<file path="src/rtl/ublock_round_ctrl.sv">
// Round sequencer for the masked uBlock core: walks the datapath through
// load, the staged TI S-box, the linear/key step and whitening, and drives the round-constant LFSR.
module ublock_round_ctrl #(
  parameter int NUM_ROUNDS  = 16,
  parameter int SBOX_STAGES = 3,
  parameter int RW          = $clog2(NUM_ROUNDS + 1),
  parameter int SW          = (SBOX_STAGES > 1) ? $clog2(SBOX_STAGES) : 1
) (
  input  logic          clk,
  input  logic          rstn,
  input  logic          start,
  input  logic          abort,
  output logic          in_ready,
  output logic          data_load,
  output logic          sbox_en,
  output logic [SW-1:0] sbox_stage,
  output logic          linear_en,
  output logic          final_en,
  output logic          round_const_ena,
  output logic          round_cnt,
  output logic [RW-1:0] round_idx,
  output logic          last_round,
  output logic          out_valid,
  input  logic          out_ack,
  output logic          busy,
  output logic [2:0]    dbg_state
);

  // Handshakes: start is taken at a rising edge only while in_ready=1;
  // out_valid then stays high until out_ack=1 is sampled at a rising edge.

  typedef enum logic [2:0] {
    S_IDLE   = 3'd0,
    S_LOAD   = 3'd1,
    S_SBOX   = 3'd2,
    S_LINEAR = 3'd3,
    S_FINAL  = 3'd4,
    S_DONE   = 3'd5
  } state_t;

  localparam logic [SW-1:0] LAST_STAGE = SW'(SBOX_STAGES - 1);
  localparam logic [RW-1:0] LAST_ROUND = RW'(NUM_ROUNDS - 1);

  state_t        r_state;
  logic [SW-1:0] r_stage;
  logic [RW-1:0] r_round;
  logic          r_in_ready;
  logic          r_busy;
  logic          r_data_load;
  logic          r_sbox_en;
  logic          r_linear_en;
  logic          r_final_en;
  logic          r_rc_ena;
  logic          r_round_cnt;
  logic          r_last_round;
  logic          r_out_valid;

  state_t        w_next_state;
  logic [SW-1:0] w_next_stage;
  logic [RW-1:0] w_next_round;

  always_comb begin
    w_next_state = r_state;
    w_next_stage = '0;
    w_next_round = r_round;
    unique case (r_state)
      S_IDLE: begin
        if (start && !abort) begin
          w_next_state = S_LOAD;
          w_next_round = '0;
        end
      end
      S_LOAD: begin
        w_next_state = S_SBOX;
      end
      S_SBOX: begin
        if (r_stage == LAST_STAGE) begin
          w_next_state = S_LINEAR;
        end else begin
          w_next_stage = r_stage + SW'(1);
        end
      end
      S_LINEAR: begin
        w_next_round = r_round + RW'(1);
        w_next_state = (r_round == LAST_ROUND) ? S_FINAL : S_SBOX;
      end
      S_FINAL: begin
        w_next_state = S_DONE;
      end
      S_DONE: begin
        if (out_ack) begin
          w_next_state = S_IDLE;
        end
      end
      default: begin
        w_next_state = S_IDLE;
        w_next_round = '0;
      end
    endcase
    // Abort outranks everything, including out_ack in DONE.
    if (abort && (r_state != S_IDLE)) begin
      w_next_state = S_IDLE;
      w_next_stage = '0;
      w_next_round = '0;
    end
  end

  // Outputs are decoded from the next state and registered, so every
  // enable is a clean flop output with no path from the host inputs.
  always_ff @(posedge clk or negedge rstn) begin
    if (!rstn) begin
      r_state      <= S_IDLE;
      r_stage      <= '0;
      r_round      <= '0;
      r_in_ready   <= 1'b1;
      r_busy       <= 1'b0;
      r_data_load  <= 1'b0;
      r_sbox_en    <= 1'b0;
      r_linear_en  <= 1'b0;
      r_final_en   <= 1'b0;
      r_rc_ena     <= 1'b0;
      r_round_cnt  <= 1'b0;
      r_last_round <= 1'b0;
      r_out_valid  <= 1'b0;
    end else begin
      r_state      <= w_next_state;
      r_stage      <= w_next_stage;
      r_round      <= w_next_round;
      r_in_ready   <= (w_next_state == S_IDLE);
      r_busy       <= (w_next_state != S_IDLE);
      r_data_load  <= (w_next_state == S_LOAD);
      r_sbox_en    <= (w_next_state == S_SBOX);
      r_linear_en  <= (w_next_state == S_LINEAR);
      r_final_en   <= (w_next_state == S_FINAL);
      r_rc_ena     <= (w_next_state == S_SBOX) || (w_next_state == S_LINEAR) ||
                      (w_next_state == S_FINAL) || (w_next_state == S_DONE);
      r_round_cnt  <= (w_next_state == S_LINEAR);
      r_last_round <= ((w_next_state == S_SBOX) || (w_next_state == S_LINEAR)) &&
                      (w_next_round == LAST_ROUND);
      r_out_valid  <= (w_next_state == S_DONE);
    end
  end

  assign in_ready        = r_in_ready;
  assign busy            = r_busy;
  assign data_load       = r_data_load;
  assign sbox_en         = r_sbox_en;
  assign sbox_stage      = r_stage;
  assign linear_en       = r_linear_en;
  assign final_en        = r_final_en;
  assign round_const_ena = r_rc_ena;
  assign round_cnt       = r_round_cnt;
  assign round_idx       = r_round;
  assign last_round      = r_last_round;
  assign out_valid       = r_out_valid;
  assign dbg_state       = r_state;

endmodule

</file>
<file path="config.mk">
export PLATFORM = sky130hd
export DESIGN_NAME = ublock_round_ctrl
export DESIGN_NICKNAME = d
export VERILOG_FILES = /design/src/rtl/ublock_round_ctrl.sv
export SDC_FILE = /design/constraint.sdc
export NUM_CORES = 1
export LEC_CHECK = 0
export ABC_AREA = 1
export BUFFER_PORTS_ARGS = -buffer_cell sky130_fd_sc_hd__buf_2
export CORE_ASPECT_RATIO = 1.25
export CORE_UTILIZATION = 49
export CTS_CLUSTER_SIZE = 12
export DETAILED_ROUTE_END_ITERATION = 10
export PLACE_DENSITY = 0.78
export SLEW_MARGIN = 15
export SYNTH_ARGS = -nofsm -noshare
export SYNTH_HDL_FRONTEND = slang
export SYNTH_SLANG_ARGS = --single-unit
</file>
<file path="constraint.sdc">
create_clock -name clk -period 2.2 [get_ports clk]
set_input_delay 0.33 -clock clk [delete_from_list [all_inputs] [get_ports clk]]
set_output_delay 0.33 -clock clk [all_outputs]
set_load 0.05 [all_outputs]
</file>
==> results of run 1 <==
==> Yosys cell counts <==
library cell | number | area share
inv_2 | 1 | 0.0044
dfrtp_1 | 18 | 0.53
o21ai_1 | 1 | 0.0059
inv_1 | 16 | 0.070
a21oi_1 | 3 | 0.018
nor2_2 | 2 | 0.015
a21oi_2 | 1 | 0.010
nand2_2 | 1 | 0.0073
nand2_1 | 18 | 0.079
dfstp_2 | 1 | 0.031
buf_4 | 1 | 0.0088
nand3_2 | 2 | 0.023
nand3_1 | 11 | 0.065
or2_2 | 2 | 0.015
nor2_1 | 11 | 0.048
o21ai_0 | 2 | 0.012
ha_1 | 2 | 0.029
nor4_1 | 2 | 0.015
nand4_1 | 2 | 0.015
==> registers in the layout, indices dropped and copies added (netlist names) <==
signal / cells
busy: 1
data_load: 1
dbg_state: 3
final_en: 1
in_ready: 1
last_round: 1
out_valid: 1
round_cnt: 1
round_const_ena: 1
round_idx: 5
sbox_en: 1
sbox_stage: 2
==> through the flow <==
step	util	instance area (um^2)	worst slack, ns	std cells	power, W
floorplan	-	852.1	0.3017	97	0.0005111
global placement	0.6164	987.2	0.6083	138	0.0005504
detailed placement	0.6164	987.2	0.5300	138	0.0005548
CTS	0.6391	1023	0.5196	143	0.0007216
global route	0.6391	1023	0.3657	143	0.0007522
finish	0.6391	1023	0.5181	143	0.0007145
==> power groups by stage <==
stage          clock [W]  sequential [W]  combinational, W
2_1_floorplan          0        0.000466         0.0000448
3_3_place_gp           0        0.000393          0.000157
3_5_place_dp           0        0.000395          0.000160
4_1_cts         0.000172        0.000388          0.000161
5_1_grt         0.000186        0.000391          0.000175
6_report        0.000165        0.000389          0.000161
==> what timing repair did <==
item                      4_1_cts  5_1_grt
hold buffers                    1        0
hold endpoints to repair       18        0
buffers inserted                0        0
==> kinds of logic (layout without fill, tap and decap cells) <==
| group | after synthesis | in the layout | synth area share |
|---|---|---|---|
| and+or+nand+nor | 51 | 51 | 0.2819 |
| AOI/OAI and AO/OA | 7 | 7 | 0.04551 |
| adders and majority gates | 2 | 2 | 0.02936 |
| buffers and inverters | 18 | 46 | 0.08370 |
| DFF | 19 | 19 | 0.5595 |
==> cell type report <==
| class | instances | share of cell area |
|---|---|---|
| sequential | 19 | 0.4658 |
| clock buffer | 4 | 0.02567 |
| inverter | 17 | 0.06235 |
| tap | 18 | 0.02200 |
| multi-input combinational | 60 | 0.2971 |
| timing repair buffer | 25 | 0.1271 |
==> per-layer routing <==
layer / vias up / track usage / wire length, um
li1: 361 / - / -
met5: - / 0 / 0
met1: 355 / 0.2794 / 685
met2: 21 / 0.3667 / 872
met4: 0 / 0.06897 / 14
met3: 2 / 0.04128 / 72
==> final timing paths <==
kind / endpoint / depth (start not counted)
worst max-delay path: last_round / 9
worst min-delay path: data_load / 3
worst max register to register: last_round / 9
worst min register to register: sbox_stage[0] / 1
max in group asynchronous: in_ready / 2
min in group asynchronous: round_idx[3] / 2
==> worst max-delay path, delay by kind of cell (launching register included) <==
family                   cells  cell delay, ns
buffers and inverters        1            0.04
flip-flops                   1            0.44
adder cells (fa/ha/maj)      2            0.49
AND/OR/NAND/NOR              6            0.61
==> results.toml, run 1 <==
[sta]
whs_ns = 0.3699
worstMarginPinSlew_ns = 0.4106
post-route-period-util = 0.7645
finClkSkew_ns = 0.001295
rsz0062_at_grt = "no"
hold_viol = 0
drv_slew = 0
final-setup-viol-count = 0
maxSlewHeadroom = 0.7244
fmaxAchievable_mhz = 594.6
fin_setup_tns_ns = 0
period_minus_slack_ns = 1.682

[placement]
gp_congestion = 0.7838
portBuffers = 24
hpwl_um = 1278

[clocking]
clock_sinks = 19
clkTransAtPathRegs_ns = 0.09
cts_buffer_depth = 2
numCtsBuffers = 3
h-tree-depth = 1
clockRootBuffer = "clkbuf_4"
cts_resized = 0
insertion_delay_ns = 0.29
tritoncts = "yes"

[hold_path]
min_path_type = "in2reg"
hp-start = "start"

[setup_path]
worstPathMaxFanout = 5
path_cells = "ha_1 > nand2_1 > nor2_1 > ha_1 > or2_2 > nand2_1 > inv_1 > nand3_1 > nor2_1"
cp_slowest_stage_delay_ns = 0.44
worstPathRequired_ns = 2.39
crit_type = "reg2reg"
slowest_stage = "dfrtp_1"
ff2ff_setup_slack_ns = 0.52
worst_setup_path_end_kind = "register"
r2r_start = "round_idx[0]"
crit_arrival_ns = 1.87
start_kind = "register"
crit_path_start = "round_idx[0]"

[logic_synthesis]
yosys_warnings = 0
netlist_area_um2 = 852.1
synthDistinctLibCells = 19
ys_seq_area_frac = 0.5595
postSynthAreaPerCell_um2 = 8.784
ys_ff_latch = 19
synth.net_count = 104
syn_inst = 97

[finish]
layout_common_cells = "buf_2 (24), nand2_1 (18), dfrtp_1 (18)"
ff_latch_area_um2 = 476.7
layout_commonest_cell = "buf_2"
num_antenna_cells = 0
layout-drive-gt1-share = 0.2960
fillers = 154
syn2layout_area_growth_pct = 20.12
multiInputGateArea_um2 = 304.0
fin_nets = 133

[route]
drt_iter0_markers = 7
wirelength_um = 1646
first_pass_iters = 4
routedWlPerCell_um = 11.51
drc = 0
num_vias = 739
avgViaCountPerCell = 5.168
antenna_left = 0

[die]
ios = 25
dieArea_um2 = 1911
core.rowCount = 16
fp.dieH_um = 48.62
core_area_um2 = 1602
die_w_um = 39.30
initial_utilization = 0.5320

[pwr]
peakVddDrop_v = 0.0005207
switching_share = 0.3345
p_comb_frac = 0.225
powerDensity_nw_per_um2 = 698.1
leakage_nw = 0.6090
power.switching_w = 0.0002390
seqPwrFrac = 0.544
internal_power_w = 0.0004755
clkPwrFrac = 0.231

[global_routing]
grt_remaining_overflow = 0
antenna_found_initial = 0
grt_max_degree = 20
grt_first_pass_wirelength_um = 2967
grt_usage = 0.2201
grt_pass1_vias = 733

[run]
maxCapViolCount = 0

[status]
status = "finished, final reports clean"
No activity file was read; power rests on OpenSTA's default activity.
==> run 2, diff against run 1 <==
- clock period: 2.2 -> 1.65 ns (I/O delays scaled with it)
==> results.toml, run 2 (synthesis results as in run 1) <==
[placement]
hpwl_um = 1366
portBuffers = 24
gp_congestion = 0.8014

[route]
wirelength_um = 1873
drc = 0
routedWlPerCell_um = 12.74
antenna_left = 0
drt_iter0_markers = 6
num_vias = 779
first_pass_iters = 4
avgViaCountPerCell = 5.299

[clocking]
cts_buffer_depth = 2
clockRootBuffer = "clkbuf_4"
tritoncts = "yes"
clkTransAtPathRegs_ns = 0.10
insertion_delay_ns = 0.31
h-tree-depth = 1
numCtsBuffers = 3
clock_sinks = 19

[hold_path]
min_path_type = "in2reg"

[setup_path]
worstReg2RegEnd = "busy"
worst_setup_path_end_kind = "register"
r2r_start = "round_idx[1]"
cp_slowest_stage_delay_ns = 0.45
path_cells = "ha_4 > nand2_2 > nor2_2 > ha_1 > inv_1 > o21ai_0 > nand2_1 > nand2_2 > nor2_2 > inv_1"
worstPathMaxFanout = 3
start_kind = "register"
crit_path_end = "busy"
ff2ff_setup_slack_ns = 0.09
rr_worst_depth = 10
crit_type = "reg2reg"
crit_arrival_ns = 1.78
crit_path_start = "round_idx[1]"
slowest_stage = "dfrtp_2"
worstPathRequired_ns = 1.86

[sta]
finClkSkew_ns = 0.005125
final-setup-viol-count = 0
fin_setup_tns_ns = 0
worstMarginPinSlew_ns = 0.4240
drv_slew = 0
hold_viol = 0
maxSlewHeadroom = 0.7173
whs_ns = 0.2731
fmaxAchievable_mhz = 639.5
post-route-period-util = 0.9476
period_minus_slack_ns = 1.564

[pwr]
leakage_nw = 0.6231
power_w = 0.0009953
powerDensity_nw_per_um2 = 917.5
peakVddDrop_v = 0.0007117

[finish]
syn2layout_area_growth_pct = 27.31
fin_nets = 137
largest_reg_flops = 5
num_antenna_cells = 0
layout_common_cells = "buf_2 (24), nand2_1 (16), inv_1 (15), dfrtp_1 (15), nand3_1 (11)"
ff_latch_area_um2 = 480.5
multiInputGateArea_um2 = 331.6
fillers = 142
layout-drive-gt1-share = 0.3953
layout_commonest_cell = "buf_2"

[die]
die_w_um = 39.30
dieArea_um2 = 1911
core.rowCount = 16
core_area_um2 = 1602
ios = 25
fp.dieH_um = 48.62
initial_utilization = 0.5320

[global_routing]
grt_pass1_vias = 729
antenna_found_initial = 0
grt_max_degree = 20
grt_usage = 0.2279
grt_first_pass_wirelength_um = 3001
grt_remaining_overflow = 0

[run]
maxCapViolCount = 0

[status]
status = "finished, final reports clean"
## run 2: worst min path at each step
stage                from           end  slack (ns)  depth (start not counted)
global route        abort  round_idx[0]        0.29                          4
finish              start     data_load        0.27                          3
CTS                 abort  round_idx[0]        0.27                          4
global placement     rstn  round_idx[3]        0.20                          1
floorplan            rstn          busy       -0.05                          0
detailed placement   rstn  round_idx[3]        0.21                          1
## run 2: what timing repair did
| action | CTS | global route |
|---|---|---|
| hold buffers | 1 | 0 |
| buffers inserted | 0 | 4 |
| endpoints found under the hold margin | 18 | 0 |
| endpoints found under the setup margin | 0 | 4 |
| gates resized for setup | 0 | 5 |
## run 2: power by group
part / leakage [nW] / internal, W / switching [W]
registers: 0.252 / 0.000495 / 0.0000235
clock network: 0.0150 / 0.0000946 / 0.000141
logic: 0.356 / 0.0000614 / 0.000179
## run 2: critical path, delay by kind of cell, from the launching register on
family / cells / cell delay [ns]
flip-flops: 1 / 0.45
adder cells (fa/ha/maj): 2 / 0.35
AO/OA/AOI/OAI: 1 / 0.09
buffers and inverters: 2 / 0.13
AND/OR/NAND/NOR: 5 / 0.45
## run 2: metrics by stage
step | area (um^2) | cells | utilization | setup WS (ns)
floorplan | 873.3 | 97 | - | 0.007057
global placement | 1008 | 138 | 0.6297 | 0.1152
detailed placement | 1008 | 138 | 0.6297 | 0.06338
finish | 1085 | 147 | 0.6773 | 0.08640
CTS | 1045 | 143 | 0.6523 | 0.03665
global route | 1085 | 147 | 0.6773 | -0.01044
## run 2: layer usage
layer  global-route usage  up-vias  share of wire
met5                    0        -              0
met2               0.3833       21           0.54
met3              0.04128        6          0.035
met4               0.1207        0          0.027
met1               0.2587      381           0.40
li1                     -      371              -
## run 2: final cells by class
| class | count | share of cell area |
|---|---|---|
| Clock buffer | 4 | 0.02422 |
| Multi-Input combinational cell | 60 | 0.3057 |
| Inverter | 17 | 0.05882 |
| Timing Repair Buffer | 29 | 0.1476 |
| Tap cell | 18 | 0.02076 |
| Sequential cell | 19 | 0.4429 |
==> run 3, diff against run 2 <==
- CORE_MARGIN: unset -> 2
- CTS_BUF_LIST: unset -> sky130_fd_sc_hd__clkbuf_4 sky130_fd_sc_hd__clkbuf_8 sky130_fd_sc_hd__clkbuf_16
==> results.toml, run 3 (synthesis results as in run 1) <==
[route]
first_pass_iters = 4
num_vias = 751
routedWlPerCell_um = 12.03
drt_iter0_markers = 9
avgViaCountPerCell = 5.179
antenna_left = 0
wirelength_um = 1745
drc = 0

[finish]
layout_commonest_cell = "buf_2"
largest_reg_flops = 5
layout_common_cells = "buf_2 (24), nand2_1 (17), inv_1 (15), dfrtp_1 (15), nand3_1 (11)"
fin_util = 0.6656
fin_nets = 135
fin_cells = 145
num_antenna_cells = 0
syn2layout_area_growth_pct = 25.11
fillers = 129
layout-drive-gt1-share = 0.3780

[placement]
portBuffers = 24
placed_cells = 138
hpwl_um = 1276
gp_congestion = 0.8125

[setup_path]
crit_path_start = "round_idx[1]"
worstPathRequired_ns = 1.86
worst_setup_path_end_kind = "register"
ff2ff_setup_slack_ns = 0.08
worstPathMaxFanout = 4
crit_arrival_ns = 1.77
worstReg2RegEnd = "last_round"
r2r_start = "round_idx[1]"
rr_worst_depth = 9
start_kind = "register"
crit_type = "reg2reg"

[die]
initial_utilization = 0.5320
dieArea_um2 = 2090
core.rowCount = 16
ios = 25
die_w_um = 41.30
core_area_um2 = 1602
fp.dieH_um = 50.62

[global_routing]
grt_pass1_vias = 698
antenna_found_initial = 0
grt_remaining_overflow = 0
grt_first_pass_wirelength_um = 2856
grt_usage = 0.2034
grt_max_degree = 20

[sta]
finClkSkew_ns = 0.0007582
maxSlewHeadroom = 0.7244
worstMarginPinSlew_ns = 0.4134
period_minus_slack_ns = 1.566
hold_viol = 0
post-route-period-util = 0.9494
whs_ns = 0.2701
final-setup-viol-count = 0
fmaxAchievable_mhz = 638.4
fin_setup_tns_ns = 0
drv_slew = 0

[pwr]
power_w = 0.0009858
leakage_nw = 0.6169
peakVddDrop_v = 0.0008102
powerDensity_nw_per_um2 = 924.8

[hold_path]
min_delay_path_depth = 4
worst_hold_path.endpoint = "round_idx[0]"
hp-start = "abort"
min_path_type = "in2reg"

[clocking]
clkTransAtPathRegs_ns = 0.11
clock_sinks = 19
tritoncts = "yes"
clockRootBuffer = "clkbuf_4"
cts_buffer_depth = 2
numCtsBuffers = 3
h-tree-depth = 1
insertion_delay_ns = 0.30

[status]
status = "finished, final reports clean"

[run]
maxCapViolCount = 0
[run 3: cell types whose count changed in the layout (fill, tap and decap cells not counted)]
cell	before	now
clkinv_2	0	1
buf_4	4	2
nor2_2	5	4
clkbuf_1	1	0
nand2_1	16	17
nor2_1	8	9
nand2_2	3	2
[run 3: per-layer routing]
layer | routed length [um] | vias to the layer above | GRT usage | share of wire
met5 | 0 | - | 0 | 0
met4 | 37 | 0 | 0.1183 | 0.021
met3 | 68 | 6 | 0.05310 | 0.039
met2 | 862 | 21 | 0.3125 | 0.49
met1 | 776 | 360 | 0.2434 | 0.44
li1 | - | 364 | - | -
[run 3: final cells by class]
type,instances,area (um^2),share of cell area
inverter,17,63.81,0.05986
clock inverter,1,5.005,0.004695
timing repair buffer,27,145.1,0.1362
multi-input combinational,60,326.6,0.3063
sequential,19,480.5,0.4507
tap,18,22.52,0.02113
clock buffer,3,22.52,0.02113
[run 3: worst max-delay path, cell delays in order, from the launching register on]
cell	delay [ns]
dfrtp_2	0.46
ha_4	0.17
nand2_2	0.07
nor2_2	0.04
ha_1	0.27
or2_4	0.22
nand2_1	0.05
inv_1	0.05
nand3_1	0.09
nor2_1	0.05
[run 3: metrics by stage]
step                instance area (um^2)  worst slack [ns]
finish                              1066           0.08355
global placement                    1008            0.1171
floorplan                          873.3          0.007057
CTS                                 1046           0.07626
global route                        1066          -0.01776
detailed placement                  1008           0.09621
[run 3: repair_timing]
item | 4_1_cts | 5_1_grt
gates resized for setup | 0 | 3
setup buffers | 0 | 2
hold buffers | 1 | 0
setup endpoints to repair | 0 | 2
hold endpoints to repair | 18 | 0
[run 3: worst max-delay path by stage]
stage	slack, ns	endpoint	cells past startpoint
floorplan	0.007	last_round	9
global placement	0.12	last_round	9
detailed placement	0.1	busy	10
CTS	0.08	busy	10
global route	-0.02	busy	11
finish	0.08	last_round	9
[run 3: where the power goes]
| part | internal, W | switching, W | total [W] |
|---|---|---|---|
| Clock | 0.0000906 | 0.000148 | 0.000238 |
| Combinational | 0.0000541 | 0.000174 | 0.000228 |
| Sequential | 0.000496 | 0.0000243 | 0.000520 |
